File: config.mk
export PLATFORM = sky130hd
export DESIGN_NAME = sat_counter
export DESIGN_NICKNAME = d
export VERILOG_FILES = /design/src/rtl/count_sequence_checker_sat_counter.sv
export SDC_FILE = /design/constraint.sdc
export NUM_CORES = 1
export LEC_CHECK = 0
export ABC_AREA = 1
export ABC_CLOCK_PERIOD_IN_PS = 2870
export CORE_AREA = 2 2 39 41
export CTS_BUF_LIST = sky130_fd_sc_hd__clkbuf_2 sky130_fd_sc_hd__clkbuf_4 sky130_fd_sc_hd__clkbuf_8
export CTS_CLUSTER_DIAMETER = 60
export CTS_CLUSTER_SIZE = 30
export DETAILED_ROUTE_END_ITERATION = 10
export DIE_AREA = 0 0 41 43
export GPL_TIMING_DRIVEN = 1
export PLACE_DENSITY = 0.65
export SYNTH_ARGS = -nofsm -noshare
export SYNTH_HDL_FRONTEND = slang
export SYNTH_SLANG_ARGS = --single-unit
File: constraint.sdc
create_clock -name clk -period 2.87 [get_ports clk]
set_input_delay 0.861 -clock clk [delete_from_list [all_inputs] [get_ports clk]]
set_output_delay 0.861 -clock clk [all_outputs]
set_load 0.05 [all_outputs]
File: src/rtl/count_sequence_checker_sat_counter.sv
// Saturating incrementer with synchronous active-low reset and synchronous clear.
module sat_counter #(
    parameter int W = 8
) (
    input  logic         clk,
    input  logic         reset,
    input  logic         clear,
    input  logic         inc,
    output logic [W-1:0] count
);

    always_ff @(posedge clk) begin
        if (!reset) begin
            count <= '0;
        end else if (clear) begin
            count <= '0;
        end else if (inc && (count != '1)) begin
            count <= count + 1'b1;
        end
    end

endmodule

== Yosys cells after proc, flatten, opt, wreduce, memory -nomap -nowiden ==
Cells that the tools add are included.
Word-level totals
  register bits: 8
  input port bits: 4
  output and inout port bits: 8
  word-level logic and storage cells: 6
Cells by class
  $add $sub $neg: 1
  equality and inequality tests: 1
  bitwise gates (word level): 1
  reduce and logical (&&, ||, !) cells: 2
Operators with widths (number)
  adder 8 x 1 -> 8 bit, second input constant: 1
  inequality test 8 bit, second input constant: 1
  OR reduction 2 bit: 1
  logical AND 1 bit: 1
  inverter 1 bit: 1

== Logic depth before layout (Yosys ltp) ==
  word-level depth: 2
  mapped depth: 8
  gate-level depth less buffers: 8

== Least setup slack after synthesis ==
Ideal clock, no wire load.
  path type: register -> register
  start: reg count[0]
  end: reg count[6]
  setup time: 0.117 ns
  arrival time: 1.485 ns
  required time: 2.753 ns
  path slack: 1.268 ns
  stages on the path, launching flop included: 9
  buffers on the path: 0
  period minus slack after synthesis: 1.602 ns
  cell sequence: dfxtp_1 > ha_1 > nand2_1 > inv_1 > nand2_1 > nor2_1 > nand3_1 > nand2_1 > nor2_1
Between the ends
  longest elaborated chain between the ends: 2
  elaborated cells between the ends (all ways): 3
  those cells by class: add/sub (1); eq/ne (1); reduce/logical (1)
Ends and longest elaborated chain
  start: declaration: line 9  | output logic [W-1:0] count
  start signal: assignment: line 18  | count <= count + 1'b1;
  branches (longest 2 deep; another with adder 8 x 1 -> 8 bit)
Several ways; the timed one is not identified.
A chain may end at the register's enable or synchronous reset.

== Worst setup path in the final report ==
  start: reg count[2]
  end: out count[2]
No word-level cell between the ends.

==> flow_metrics.tcl <==
set metrics [dict create \
    overflow 0 \
    required_ns 2.01 \
    fmax_ghz 0.4141 \
    gr-usage-met3 0.04712 \
    setup_viol 0 \
    max-cap-violations 0 \
    final_cell_mix "17 x nand2_1, 13 x nor2_1, 11 x clkdlybuf4s50_1" \
    hold_viol 0 \
    grtUsageMet2 0.2031 \
    drive_gt1_frac 0.1059 \
    htreeDepth 1 \
    synth-seq-cells 8 \
    crit_family "buffers and inverters" \
    wl_um 950 \
    root_buffer "clkbuf_4" \
    powerDensity_mw_per_mm2 367.0 \
    synth_fp_nets 77 \
    regMostFlops "count" \
    syn_avg_cell_area_um2 6.430 \
    antenna_left 0 \
    synth-edff-count 0 \
    worst_path_largest_cell_delay_ns 0.85 \
    clock_skew_ns 0.007925 \
    die_y_um 43 \
    path_cells "clkdlybuf4s50_1" \
    vias_per_cell 4.693 \
    slew_viol_final 0 \
    grt_pass1_wl_mm 1.621 \
    gp_congestion 0.7989 \
    drtIter0Drc 3 \
    reg_top3 "count (8)" \
    worst_pin_slew_ns 0.4899 \
    worst_slack_ns 0.4553 \
    insertedDiodeCount 0 \
    cts_sinks 8 \
    crit_buf_inv 1 \
    start_util 0.3345 \
    path_clk_slew_ns 0.06 \
    dp_hpwl_um 699.9 \
    synth_ff_type "dfxtp_1" \
    first_pass_iters 2 \
    grt_max_degree 11 \
    end_kind "primary output" \
    critPathLaunch "count[2]" \
    tritoncts "built" \
    antenna_found_initial 0 \
    rsz0062_at_grt "false" \
    yosysSeqAreaShare 0.3459 \
    setup_tns_ns 0 \
    synth_area_um2 462.9 \
    vias 474 \
    ctsResizeCount 0 \
    hp-class "flop to flop" \
    crit_type "flop to primary output" \
    synth_cells 72 \
    route.detailed.drc 0 \
    portBuffers 11 \
    period_needed_ns 2.415 \
    period_share 0.8414 \
    numCtsBuffers 3 \
    async_reset_ff_frac 0 \
    largest_register_ffs 8 \
    met1_usage 0.1553 \
    crit_path_max_fanout 6 \
    post_drt_wl_per_cell_um 9.406 \
    die_w_um 41 \
    first_global_vias 391 \
    cts_setup_buffers 0 \
    status "finished, final reports clean" \
    syn_to_final_growth_pct 31.35 \
    grt.total_usage 0.1378 \
    num_rows 14 \
    hold_buffers 0 \
    hold_start "count[1]" \
    die_area_mm2 0.001763 \
    gr-max-usage-layer "met2" \
    crit_slowest_cell "clkdlybuf4s50_1" \
    ir_worst_vdd_v 0.0002316 \
    synth_cell_type_count 18 \
    slew_headroom 0.6724 \
    io_pins 12 \
    clk_latency_ns 0.26 \
    ys_warn_count 0 \
    nNetsFinal 92 \
    worstReg2RegStart "count[0]" \
    final_common_cell "nand2_1" \
    clk_path_buf_depth 2 \
    cp.arrival_ns 1.55 \
    coreArea_mm2 0.001384 \
    p_leak_nw 0.2584 \
    start_kind "flop" \
    place_worst_setup_slack_ns 0.6856 \
]
==> path summary, 6_finish.rpt <==
path | slack [ns] | to | cells after the start
worst max-delay path | 0.46 | count[2] | 1
worst min-delay path | 0.54 | count[1] | 2
worst max register to register | 1.57 | count[6] | 8
worst min register to register | 0.54 | count[1] | 2
==> cells by family after synthesis <==
kind of cell | after synthesis | share of synthesized area
AO/OA/AOI/OAI | 8 | 0.08649
AND/OR/NAND/NOR | 44 | 0.4433
flip-flops | 8 | 0.3459
buffers and inverters | 11 | 0.09729
adder cells (fa/ha/maj) | 1 | 0.02702
==> synthesized netlist by cell type, types with 2 or more instances <==
cell | number | area share
o21ai_0 | 2 | 0.022
nand3_1 | 4 | 0.043
nor2_2 | 2 | 0.027
dfxtp_1 | 8 | 0.35
inv_1 | 8 | 0.065
nor3_1 | 2 | 0.022
nor2_1 | 13 | 0.11
nand2_1 | 17 | 0.14
a21oi_1 | 6 | 0.065
nand3b_1 | 2 | 0.032
==> per-stage QoR <==
stage / cell area (um2) / power, W / util / hold WS [ns] / instances
3_3_place_gp: 585.6 / 0.0001368 / 0.4231 / 0.5327 / 98
4_1_cts: 608.1 / 0.0002261 / 0.4394 / 0.5465 / 101
5_1_grt: 608.1 / 0.0002333 / 0.4394 / 0.5814 / 101
2_1_floorplan: 462.9 / 0.0001294 / - / 0.7512 / 72
3_5_place_dp: 585.6 / 0.0001370 / 0.4231 / 0.5353 / 98
6_report: 608.1 / 0.0002232 / 0.4394 / 0.5377 / 101
==> where the power goes <==
| part | internal, W | switching, W |
|---|---|---|
| Clock | 0.0000480 | 0.0000405 |
| Sequential | 0.000112 | 0.00000138 |
| Combinational | 0.00000884 | 0.0000121 |
| Total | 0.000169 | 0.0000539 |
==> per-layer routing <==
| metal | share of wire | wire, um |
|---|---|---|
| met1 | 0.46 | 441 |
| met2 | 0.46 | 436 |
| met3 | 0.041 | 39 |
| met4 | 0.034 | 32 |
| met5 | 0 | 0 |
==> cell type report <==
type / count / area, um2
clock buffer: 3 / 22.52
fill: 155 / 775.7
tap: 16 / 20.02
sequential: 8 / 160.2
multi-input combinational: 53 / 257.7
timing repair buffer: 11 / 110.1
inverter: 10 / 37.54
Power figures use the tool's default switching activity.
